[config.mk]
export PLATFORM = sky130hd
export DESIGN_NAME = if_stage
export DESIGN_NICKNAME = d
export VERILOG_FILES = /design/src/rtl/mips_pkg.sv /design/src/rtl/if_hold_buf.sv /design/src/rtl/if_stage.sv
export SDC_FILE = /design/constraint.sdc
export NUM_CORES = 1
export LEC_CHECK = 0
export BUFFER_PORTS_ARGS = -buffer_cell sky130_fd_sc_hd__buf_2
export CAP_MARGIN = 30
export CORE_MARGIN = 2
export CORE_UTILIZATION = 55
export DETAILED_ROUTE_END_ITERATION = 6
export PLACE_DENSITY = 0.89
export SLEW_MARGIN = 20
export SYNTH_ARGS = -nofsm -noshare
export SYNTH_HDL_FRONTEND = slang
export SYNTH_SLANG_ARGS = --single-unit
export TNS_END_PERCENT = 1
[constraint.sdc]
create_clock -name clk -period 10.65 [get_ports clk]
set_input_delay 1.065 -clock clk [delete_from_list [all_inputs] [get_ports clk]]
set_output_delay 1.065 -clock clk [all_outputs]
set_load 0.03 [all_outputs]
[src/rtl/mips_pkg.sv]
// Shared MIPS pipeline definitions: NOP encoding, default reset PC and the
// instruction-fetch state encoding.
package mips_pkg;

    localparam logic [31:0] NOP              = 32'h0000_0000;
    localparam logic [31:0] DEFAULT_RESET_PC = 32'h0000_0000;

    typedef enum logic [1:0] {
        FETCH = 2'd0,
        HOLD  = 2'd1,
        DRAIN = 2'd2
    } fetch_state_t;

endpackage

[src/rtl/if_hold_buf.sv]
// Single-entry skid register that parks a fetched word while decode is stalled.
module if_hold_buf (
    input  logic        clk,
    input  logic        reset,
    input  logic        load,
    input  logic        clear,
    input  logic [31:0] pc_in,
    input  logic [31:0] instr_in,
    output logic [31:0] hold_pc,
    output logic [31:0] hold_instr,
    output logic        hold_valid
);

    always_ff @(posedge clk or posedge reset) begin
        if (reset) begin
            hold_valid <= 1'b0;
        end else if (clear) begin
            hold_valid <= 1'b0;
        end else if (load) begin
            hold_valid <= 1'b1;
        end
    end

    // Payload needs no reset; it is only ever observed behind hold_valid.
    always_ff @(posedge clk) begin
        if (load && !clear) begin
            hold_pc    <= pc_in;
            hold_instr <= instr_in;
        end
    end

endmodule

[src/rtl/if_stage.sv]
// Instruction-fetch stage: owns the PC, runs the imem request/ready handshake
// and fills the IF/ID register, tolerating decode stalls and redirects.
module if_stage
    import mips_pkg::*;
#(
    parameter logic [31:0] RESET_PC = DEFAULT_RESET_PC
) (
    input  logic        clk,
    input  logic        reset,
    input  logic        stall,
    input  logic        redirect,
    input  logic [31:0] redirect_pc,
    output logic        imem_req,
    output logic [31:0] imem_addr,
    input  logic        imem_ready,
    input  logic [31:0] imem_rdata,
    output logic [31:0] if_pc,
    output logic [31:0] if_instruction,
    output logic        if_valid
);

    fetch_state_t state, state_nxt;
    logic [31:0]  pc;
    logic [31:0]  req_addr;
    logic [31:0]  hold_pc;
    logic [31:0]  hold_instr;
    logic         hold_valid;
    logic         accept;
    logic         pc_adv;
    logic         ifid_load;
    logic         ifid_bubble;
    logic         ifid_release;
    logic         hold_load;
    logic         hold_clear;
    logic         drain_arm;

    // Request side depends only on registered state, never on stall/redirect.
    always_comb begin
        imem_req  = (state != HOLD);
        imem_addr = (state == DRAIN) ? req_addr : pc;
    end

    assign accept = imem_req & imem_ready;

    always_ff @(posedge clk or posedge reset) begin
        if (reset) begin
            state <= FETCH;
        end else begin
            state <= state_nxt;
        end
    end

    always_comb begin
        state_nxt    = state;
        pc_adv       = 1'b0;
        ifid_load    = 1'b0;
        ifid_bubble  = 1'b0;
        ifid_release = 1'b0;
        hold_load    = 1'b0;
        hold_clear   = 1'b0;
        drain_arm    = 1'b0;
        if (redirect) begin
            ifid_bubble = 1'b1;
            hold_clear  = 1'b1;
            case (state)
                FETCH: begin
                    // An unanswered request cannot be withdrawn; remember it and drain.
                    if (!accept) begin
                        drain_arm = 1'b1;
                        state_nxt = DRAIN;
                    end
                end
                HOLD:    state_nxt = FETCH;
                DRAIN:   if (accept) state_nxt = FETCH;
                default: state_nxt = FETCH;
            endcase
        end else begin
            case (state)
                FETCH: begin
                    if (accept) begin
                        pc_adv = 1'b1;
                        if (stall) begin
                            hold_load = 1'b1;
                            state_nxt = HOLD;
                        end else begin
                            ifid_load = 1'b1;
                        end
                    end else if (!stall) begin
                        ifid_bubble = 1'b1;
                    end
                end
                HOLD: begin
                    if (!stall) begin
                        ifid_release = 1'b1;
                        hold_clear   = 1'b1;
                        state_nxt    = FETCH;
                    end
                end
                DRAIN:   if (accept) state_nxt = FETCH;
                default: state_nxt = FETCH;
            endcase
        end
    end

    always_ff @(posedge clk or posedge reset) begin
        if (reset) begin
            pc <= RESET_PC;
        end else if (redirect) begin
            pc <= {redirect_pc[31:2], 2'b00};
        end else if (pc_adv) begin
            pc <= pc + 32'd4;
        end
    end

    always_ff @(posedge clk) begin
        if (drain_arm) begin
            req_addr <= pc;
        end
    end

    // IF/ID pipeline register; a bubble leaves if_pc as-is since ID ignores it.
    always_ff @(posedge clk or posedge reset) begin
        if (reset) begin
            if_pc          <= RESET_PC;
            if_instruction <= NOP;
            if_valid       <= 1'b0;
        end else if (ifid_bubble) begin
            if_instruction <= NOP;
            if_valid       <= 1'b0;
        end else if (ifid_load) begin
            if_pc          <= pc;
            if_instruction <= imem_rdata;
            if_valid       <= 1'b1;
        end else if (ifid_release) begin
            if_pc          <= hold_pc;
            if_instruction <= hold_valid ? hold_instr : NOP;
            if_valid       <= hold_valid;
        end
    end

    if_hold_buf u_hold (
        .clk        (clk),
        .reset      (reset),
        .load       (hold_load),
        .clear      (hold_clear),
        .pc_in      (pc),
        .instr_in   (imem_rdata),
        .hold_pc    (hold_pc),
        .hold_instr (hold_instr),
        .hold_valid (hold_valid)
    );

endmodule

# After elaboration in Yosys (flattened, before gate mapping)
# Cells that the tools add are included.
[classes]
n_addsub = 1
n_eq_ne = 7
n_mux = 42
bitwise = 2
n_reduce_logical = 9
[op_table]
columns = ["op", "count"]
rows = [
  ["$mux W32", 9],
  ["$add A32 B3 Y32 const B", 1],
  ["$mux W1", 25],
  ["$mux W2", 6],
  ["$ne A3 B3 Y1 const B", 4],
  ["$pmux W2 S3", 1],
  ["$reduce_bool A2 Y1", 3],
  ["$pmux W2 S2", 1],
  ["$reduce_and A4 Y1", 1],
  ["$reduce_bool A3 Y1", 1],
  ["$eq A2 B1 Y1 const B", 1],
  ["$eq A2 B2 Y1 const B", 1],
  ["$logic_not A2 Y1", 1],
  ["$ne A2 B1 Y1 const B", 1],
  ["$reduce_and A2 Y1", 1],
  ["$and A1 B1 Y1", 1],
  ["$logic_and A1 B1 Y1", 1],
  ["$logic_not A1 Y1", 1],
  ["$not A1 Y1", 1],
]
[word_totals]
register_bits = 196
inputBits = 69
elab_cells = 70

# Depth between registers and ports, before layout
# Gate-level depths: netlist of run 1.
[logic_depth]
ltp_word = 7
mapped_depth = 7
mapped_depth_nobuf = 5

# By module
# Synthesis of run 1 repeated with hierarchy kept, for this count alone.
[hier_totals]
cells_unflattened = 644
hier_area_um2 = 8080.2
[by_module_without_submodules]
columns = ["mod", "instances", "cells_each", "area_per_inst_um2"]
rows = [
  ["if_stage", 1, 576, 6113.4],
  ["if_hold_buf", 1, 68, 1966.9],
]

# Worst setup path after synthesis of run 1
# No wires, ideal clock.
[synth_path]
path_kind = "input port to flip-flop"
start = "input redirect"
end = "register req_addr[10] (enable)"
setup_time_ns = 0.496
arrival_time_ns = 4.597
required_time_ns = 10.154
slack_ns = 5.558
cell_stages = 4
cell_sequence = "clkbuf_1 > inv_1 > clkbuf_1 > nor4_1"
[synth_via]
elab_chain_cells = 1
[synth_lines]
columns = ["element", "line_no", "source"]
rows = [
  ["start, declared", "if_stage.sv:11", "input logic redirect,"],
  ["$mux W1", "if_stage.sv:62", "if (redirect) begin"],
  ["net drain_arm", "if_stage.sv:35", "logic drain_arm;"],
  ["end signal, assigned", "if_stage.sv:117", "req_addr <= pc;"],
  ["end, declared", "if_stage.sv:24", "logic [31:0] req_addr;"],
]
# The timed path passes the listed nets, and every way through them passes these cells.
# A chain may end at the register's enable or synchronous reset.

# Final worst setup path of run 1
[layout_path]
start = "input redirect"
end = "register u_hold.hold_instr[13] (enable)"
[layout_via]
elab_chain_cells = 3
elab_cells_between_ends = 4
cone_classes = "2 x mux; 2 x reduce/logical"
[layout_lines]
columns = ["element", "line_no", "source"]
rows = [
  ["$mux W1", "if_stage.sv:62", ""],
  ["$logic_not A1 Y1", "if_hold_buf.sv:26", "if (load && !clear) begin"],
  ["$logic_and A1 B1 Y1 *", "if_hold_buf.sv:26", ""],
  ["end signal, assigned", "if_hold_buf.sv:28", "hold_instr <= instr_in;"],
  ["end, declared", "if_hold_buf.sv:10", "output logic [31:0] hold_instr,"],
]
# Every way passes the cells marked *; elsewhere a longest branch is shown, timed or not.

==> results of run 1 <==
## power groups by stage
| stage | logic, mW | registers [mW] | clock network (mW) |
|---|---|---|---|
| 2_1_floorplan | 0.125 | 0.918 | 0 |
| 3_3_place_gp | 0.253 | 0.873 | 0 |
| 3_5_place_dp | 0.259 | 0.876 | 0 |
| 4_1_cts | 0.261 | 0.862 | 0.611 |
| 5_1_grt | 0.280 | 0.871 | 0.642 |
| 6_report | 0.260 | 0.863 | 0.604 |
## tightest hold or removal path, delay by kind of cell (launching register included)
kind	cells	cell delay [ps]
flops	1	340
compound gates	1	60
simple gates	1	40
## through the flow
step                      instance area, sq um  hold slack (ps)  total power [mW]
after CTS                                 9420              479              1.73
after floorplan                           7930              440              1.04
after global placement                    8850              456              1.13
final                                     9460              471              1.73
after detailed placement                  8860              464              1.14
after global routing                      9460              503              1.79
## path summary, 6_finish.rpt
path                                         end  cells past startpoint
hold / removal                if_instruction[24]                      2
hold reg to reg               if_instruction[24]                      2
max in group asynchronous              if_pc[13]                      3
setup reg to reg           u_hold.hold_instr[13]                      3
setup / recovery           u_hold.hold_instr[13]                      5
min in group asynchronous     if_instruction[26]                      2
## cell families after synthesis
logic type	count (synthesis)	synth area share, %
DFF	188	65.2
and+or+nand+nor	179	11.0
AOI/OAI and AO/OA	112	7.96
muxes	90	11.8
buffers and inverters	47	2.65
xor gates and xnor gates	11	1.22
adders and majority gates	1	0.158
other	1	0.0473
## placed cells by master (no fill, tap or decap), types with 2 or more instances in the layout
| cell type | instances |
|---|---|
| a21oi_1 | 2 |
| a221o_1 | 2 |
| a31oi_1 | 10 |
| and2_1 | 2 |
| and3_1 | 3 |
| and4_1 | 6 |
| buf_12 | 2 |
| buf_2 | 160 |
| buf_4 | 7 |
| bufinv_16 | 2 |
| clkbuf_1 | 4 |
| clkbuf_16 | 17 |
| clkinvlp_4 | 5 |
| conb_1 | 4 |
| dfrtp_1 | 96 |
| edfxtp_1 | 92 |
| inv_1 | 4 |
| mux2_2 | 27 |
| mux2i_1 | 63 |
| nand2_1 | 96 |
| nand3_1 | 16 |
| nand4_1 | 9 |
| nor2_1 | 14 |
| nor3_1 | 3 |
| nor4_1 | 2 |
| o211ai_1 | 6 |
| o21ai_0 | 81 |
| o311a_1 | 2 |
| o31ai_1 | 7 |
| or3_1 | 3 |
| or4_1 | 13 |
| xnor2_1 | 6 |
| xor2_1 | 5 |
## sequential cells by signal, indices dropped and copies added, names as in the netlist
name and flops:
if_pc 30, req_addr 30, u_hold.hold_valid 1, pc 30, u_hold.hold_instr 32, if_valid 1
state 2, u_hold.hold_pc 30, if_instruction 32
## per-layer routing
layer / global-route usage (%) / wire length (microns)
met1: 32.6 / 7610
met5: 0 / 0
met3: 5.08 / 1050
met4: 11.6 / 614
met2: 37.1 / 8790
## cell type report
type / instances / area share [%]
Sequential cell: 188 / 54.6
Multi-Input combinational cell: 397 / 27.4
Timing Repair Buffer: 169 / 9.44
Clock buffer: 21 / 4.65
Tap cell: 180 / 2.38
Clock inverter: 10 / 1.26
Inverter: 5 / 0.225
Antenna cell: 1 / 0.0264
==> flow_metrics.env, run 1 <==
export IMPL_clkLatencyLatePin_ps=430
export IMPL_synthArstFlopShare_pct=51.1
export IMPL_dp_hpwl_mm=11.7
export IMPL_yosysTopAreaCellShare_pct=34.9
export IMPL_min_period_ps=3650
export IMPL_design_die_area_sq_um=15400
export IMPL_synth_cell_types=41
export IMPL_hold_viol=0
export IMPL_crit_path_max_fanout=47
export IMPL_port_buffer_count=160
export IMPL_setup_slack_ps=7000
export IMPL_dieWidth_microns=124
export IMPL_critPathSlowestCell="inv_1"
export IMPL_fmax_ghz=0.274
export IMPL_internal_power_mw=1.25
export IMPL_hold_path_class="reg -> reg"
export IMPL_clock_power_share_pct=35.0
export IMPL_synth_area_leaders="edfxtp_1 (35%), dfrtp_1 (30%), mux2i_1 (8.0%), o21ai_0 (5.1%), nand2_1 (4.5%)"
export IMPL_postCtsSetupRepairBufs=0
export IMPL_areaGrowthSynthToFinish_pct=19.4
export IMPL_drt_wirelength_per_cell_microns=18.6
export IMPL_drc=0
export IMPL_crit_path_end_kind="flop"
export IMPL_power_density_nw_per_um2=182
export IMPL_final_nets=848
export IMPL_dieHeight_microns=124
export IMPL_finalSetupTns_ps=0
export IMPL_slew_violations=0
export IMPL_synth_edf_count=92
export IMPL_vdd_drop_max_mv=0.132
export IMPL_ff2ff_setup_slack_ps=8010
export IMPL_wirelength_mm=18.1
export IMPL_grt_overflow_total=0
export IMPL_postRouteAntennaNets=0
export IMPL_p_sw_share_pct=27.8
export IMPL_core_sq_um=14000
export IMPL_finalCritPeriodShare_pct=34.2
export IMPL_syn_area_per_cell_sq_um=12.6
export IMPL_worstPathArrival_ps=3710
export IMPL_crit_buf_inv=3
export IMPL_worst_slew_pin_slew_ps=943
export IMPL_instances_no_fill=971
export IMPL_grt_pass1_wl_mm=27.4
export IMPL_p_leak_nw=4.08
export IMPL_multiInputGateArea_sq_um=2590
export IMPL_switchingPower_uw=481
export IMPL_cts_buffers=17
export IMPL_setup_viol=0
export IMPL_antenna_found_initial=1
export IMPL_yosysTopAreaCell="edfxtp_1"
export IMPL_fillers=998
export IMPL_fin_skew_ps=8.93
export IMPL_rows=43
export IMPL_crit_chain="buf_2, inv_1, nand2_1, nor2_4, buf_4"
export IMPL_seqPwrFrac_pct=50.0
export IMPL_gp_congestion=0.777
export IMPL_slowest_delay_ps=820
export IMPL_syn_inst=629
export IMPL_max_cap_viol_count=0
export IMPL_clk_pin_slew_worst_paths_ps=60
export IMPL_synth_commonest_cells="dfrtp_1 (96), nand2_1 (96), edfxtp_1 (92)"
export IMPL_cts_hold_buf=0
export IMPL_dpl_worst_slack_ps=6610
export IMPL_grt_setup_unrepaired="no"
export IMPL_final_seq_area_sq_um=5160
export IMPL_cts_tree="done"
export IMPL_pin_count=167
export IMPL_synth_warnings=0
export IMPL_htree_levels=4
export IMPL_synth_top_flop_cell="dfrtp_1"
export IMPL_root_buffer="clkbuf_16"
export IMPL_placed_cells=937
export IMPL_grt_pass1_vias=5218
export IMPL_seq_area_frac_synth_pct=65.2
export IMPL_hp_start="if_instruction[24]"
export IMPL_utilization_pct=67.6
export IMPL_initialDrtViolationCount=400
export IMPL_cp_start_kind="input pin"
export IMPL_drt_pass1_iter_count=7
export IMPL_vias=5558
export IMPL_clockBufferDepth=2
export IMPL_clock_sinks=188
export IMPL_initial_core_util_pct=56.6
export IMPL_r2r_start="state[1]"
export IMPL_ctsResizeCount=0
export IMPL_status="finished, final reports clean"
export IMPL_drive_above_1_share_pct=29.4
export IMPL_vias_per_cell=5.72
export IMPL_grt_max_degree=62
export IMPL_critical_path_class="in -> reg"
export IMPL_power_frac_comb_pct=15.0
export IMPL_slew_limit_headroom_pct=37.1
export IMPL_gr_usage_all_layers_pct=24.0
export IMPL_worstPathRequired_ps=10710
export IMPL_crit_family="buffers and inverters"
export IMPL_cp_startpoint="redirect"
export IMPL_ys_ff_latch=188
export IMPL_synthesis_area_sq_um=7920
(Power assumes the default switching activity.)
==> run 2, diff against run 1 <==
--- a/config.mk
+++ b/config.mk
@@ -5,6 +5,7 @@
 export SDC_FILE = /design/constraint.sdc
 export NUM_CORES = 1
 export LEC_CHECK = 0
+export ABC_AREA = 1
 export BUFFER_PORTS_ARGS = -buffer_cell sky130_fd_sc_hd__buf_2
 export CAP_MARGIN = 30
 export CORE_MARGIN = 2
==> constraint.sdc (replaced) <==
create_clock -name clk -period 3.6 [get_ports clk]
set_input_delay 0.36 -clock clk [delete_from_list [all_inputs] [get_ports clk]]
set_output_delay 0.36 -clock clk [all_outputs]
set_load 0.03 [all_outputs]
==> run 2 against run 1 <==
Compared with the run above: synthesized cell count up 48%; worst hold slack got worse by 460 ps; register-to-register slack lost 6900 ps; global-route usage rose by 1.1 points; power grew to 3.3 times the previous value; critical path depth up 1; core utilization is 1.2 points lower; first-iteration DRC count increased by 39%; non-clock buffer count increased by 3; critical endpoint is now imem_addr[19]; largest power group unchanged.
==> flow_metrics.env, run 2 <==
export IMPL_finalCritPeriodShare_pct=70.0
export IMPL_clock_sinks=188
export IMPL_clockBufferDepth=2
export IMPL_clkLatencyLatePin_ps=430
export IMPL_setup_slack_ps=1080
export IMPL_r2r_start="state[0]"
export IMPL_dpl_worst_slack_ps=1070
export IMPL_setup_viol=0
export IMPL_cts_tree="done"
export IMPL_status="finished, final reports clean"
export IMPL_seq_area_frac_synth_pct=60.6
export IMPL_critical_path_class="reg -> out"
export IMPL_worst_slew_pin_slew_ps=909
export IMPL_final_nets=1146
export IMPL_dieHeight_microns=128
export IMPL_synth_cell_types=33
export IMPL_total_power_mw=5.77
export IMPL_crit_path_max_fanout=53
export IMPL_vias=6934
export IMPL_synth_top_flop_cell="dfrtp_1"
export IMPL_initialDrtViolationCount=554
export IMPL_r2r_end="if_pc[17]"
export IMPL_htree_levels=4
export IMPL_synth_warnings=0
export IMPL_final_cell_area_sq_um=10100
export IMPL_yosysTopAreaCellShare_pct=32.4
export IMPL_wirelength_mm=20.0
export IMPL_multiInputGateArea_sq_um=2870
export IMPL_synth_edf_count=92
export IMPL_synth_commonest_cells="nand2_1 (220), o21ai_0 (122), nor2_1 (109)"
export IMPL_worstPathRequired_ps=3240
export IMPL_grt_busiest_layer="met2"
export IMPL_grt_util_met3_pct=5.28
export IMPL_ff2ff_setup_slack_ps=1160
export IMPL_port_buffer_count=160
export IMPL_finalSetupTns_ps=0
export IMPL_dpl_cell_area_sq_um=9460
export IMPL_yosysTopAreaCell="edfxtp_1"
export IMPL_grt_pass1_vias=6580
export IMPL_max_cap_viol_count=0
export IMPL_initial_core_util_pct=56.2
export IMPL_worstPathArrival_ps=2160
export IMPL_syn_area_per_cell_sq_um=9.14
export IMPL_crit_path_end_kind="output pin"
export IMPL_root_buffer="clkbuf_16"
export IMPL_rows=45
export IMPL_min_period_ps=2520
export IMPL_fin_skew_ps=7.75
export IMPL_final_cell_mix="nand2_1 (220), buf_2 (160), o21ai_0 (122)"
export IMPL_grt_max_degree=77
export IMPL_slew_violations=0
export IMPL_synthesis_area_sq_um=8520
export IMPL_hold_viol=0
export IMPL_dp_hpwl_mm=13.9
export IMPL_hold_path_class="in -> async"
export IMPL_gp_congestion=0.884
export IMPL_grt_setup_unrepaired="no"
export IMPL_vdd_drop_max_mv=0.394
export IMPL_fmax_ghz=0.397
export IMPL_syn_inst=932
export IMPL_utilization_pct=66.5
export IMPL_fillers=1191
export IMPL_synthArstFlopShare_pct=51.1
export IMPL_ctsResizeCount=0
export IMPL_grt_pass1_wl_mm=32.0
export IMPL_grtUsageMet2_pct=41.6
export IMPL_p_leak_nw=4.51
export IMPL_post_synth_top_count_cell="nand2_1"
export IMPL_clk_pin_slew_worst_paths_ps=60
export IMPL_drt_pass1_iter_count=5
export IMPL_grt_overflow_total=0
export IMPL_dieWidth_microns=128
export IMPL_top_regs="if_instruction x32, u_hold.hold_instr x32"
export IMPL_cts_hold_buf=0
export IMPL_cp_start_kind="flop"
export IMPL_vias_per_cell=5.43
export IMPL_final_seq_area_sq_um=5160
export IMPL_antenna_cells=0
export IMPL_cts_buffers=17
export IMPL_grt_util_met1_pct=32.1
export IMPL_drc=0
export IMPL_pin_count=167
export IMPL_postRouteAntennaNets=0
export IMPL_gr_usage_all_layers_pct=25.0
export IMPL_ys_ff_latch=188
export IMPL_postCtsSetupRepairBufs=0
export IMPL_antenna_found_initial=0
export IMPL_drt_wirelength_per_cell_microns=15.6
export IMPL_final_common_cell="nand2_1"
export IMPL_synth_area_leaders="edfxtp_1 (32%), dfrtp_1 (28%), nand2_1 (9.7%), o21ai_0 (7.2%), nor2_1 (4.8%)"
export IMPL_power_density_nw_per_um2=573
export IMPL_drive_above_1_share_pct=20.8
export IMPL_design_die_area_sq_um=16500
export IMPL_slew_limit_headroom_pct=39.4
export IMPL_areaGrowthSynthToFinish_pct=18.1
export IMPL_core_sq_um=15100
export IMPL_r2r_cells=7
run 2: per-layer routing:
layer  part of all wire (%)  vias up
met1                     41     3181
met3                    7.4       56
li1                       -     3377
met2                     48      320
met5                      0        -
met4                    3.0        0
run 2: where the power goes:
group | leakage (nW) | total (mW) | switching [mW] | internal [mW]
combinational | 2.17 | 1.18 | 0.855 | 0.323
sequential | 2.05 | 2.67 | 0.176 | 2.50
clock | 0.286 | 1.92 | 0.766 | 1.15
total | 4.51 | 5.77 | 1.80 | 3.97
run 2: metrics by stage:
| stage | instances | hold slack (ps) |
|---|---|---|
| final | 1277 | 15.5 |
| after global routing | 1277 | 62.6 |
| after CTS | 1277 | 32.4 |
| after detailed placement | 1245 | 467 |
| after global placement | 1245 | 463 |
| after floorplan | 935 | 443 |
run 2: logic make-up (layout without fill, tap and decap cells):
family / count (synthesis) / in the layout / share of synthesized area (%)
simple gates: 427 / 427 / 20.6
flops: 188 / 188 / 60.6
compound gates: 183 / 183 / 11.2
buf+inv: 125 / 279 / 6.48
mux: 7 / 7 / 0.925
fa+ha+maj: 1 / 1 / 0.147
other cells: 1 / 4 / 0.0440
run 2: worst max path at each step:
stage | startpoint | to | slack, ps
floorplan | state[0] | u_hold.hold_instr[0] | -60
finish | state[0] | imem_addr[19] | 1080
detailed placement | redirect | if_pc[17] | 1070
CTS | state[0] | imem_addr[19] | 1060
global placement | redirect | if_pc[15] | 1200
global route | state[0] | if_pc[15] | 800
run 2: layout make-up:
| cell class | count | share of cell area [%] |
|---|---|---|
| sequential | 188 | 51.3 |
| multi-input combinational | 622 | 28.5 |
| timing repair buffer | 172 | 8.98 |
| clock buffer | 18 | 4.26 |
| inverter | 75 | 2.82 |
| tap | 188 | 2.34 |
| clock inverter | 14 | 1.75 |
run 2: critical path: stages (launching register included):
cell	delay, ps
dfrtp_1	510
inv_1	70
nand2_1	60
buf_4	440
nor2_1	130
a21oi_1	240
buf_2	250
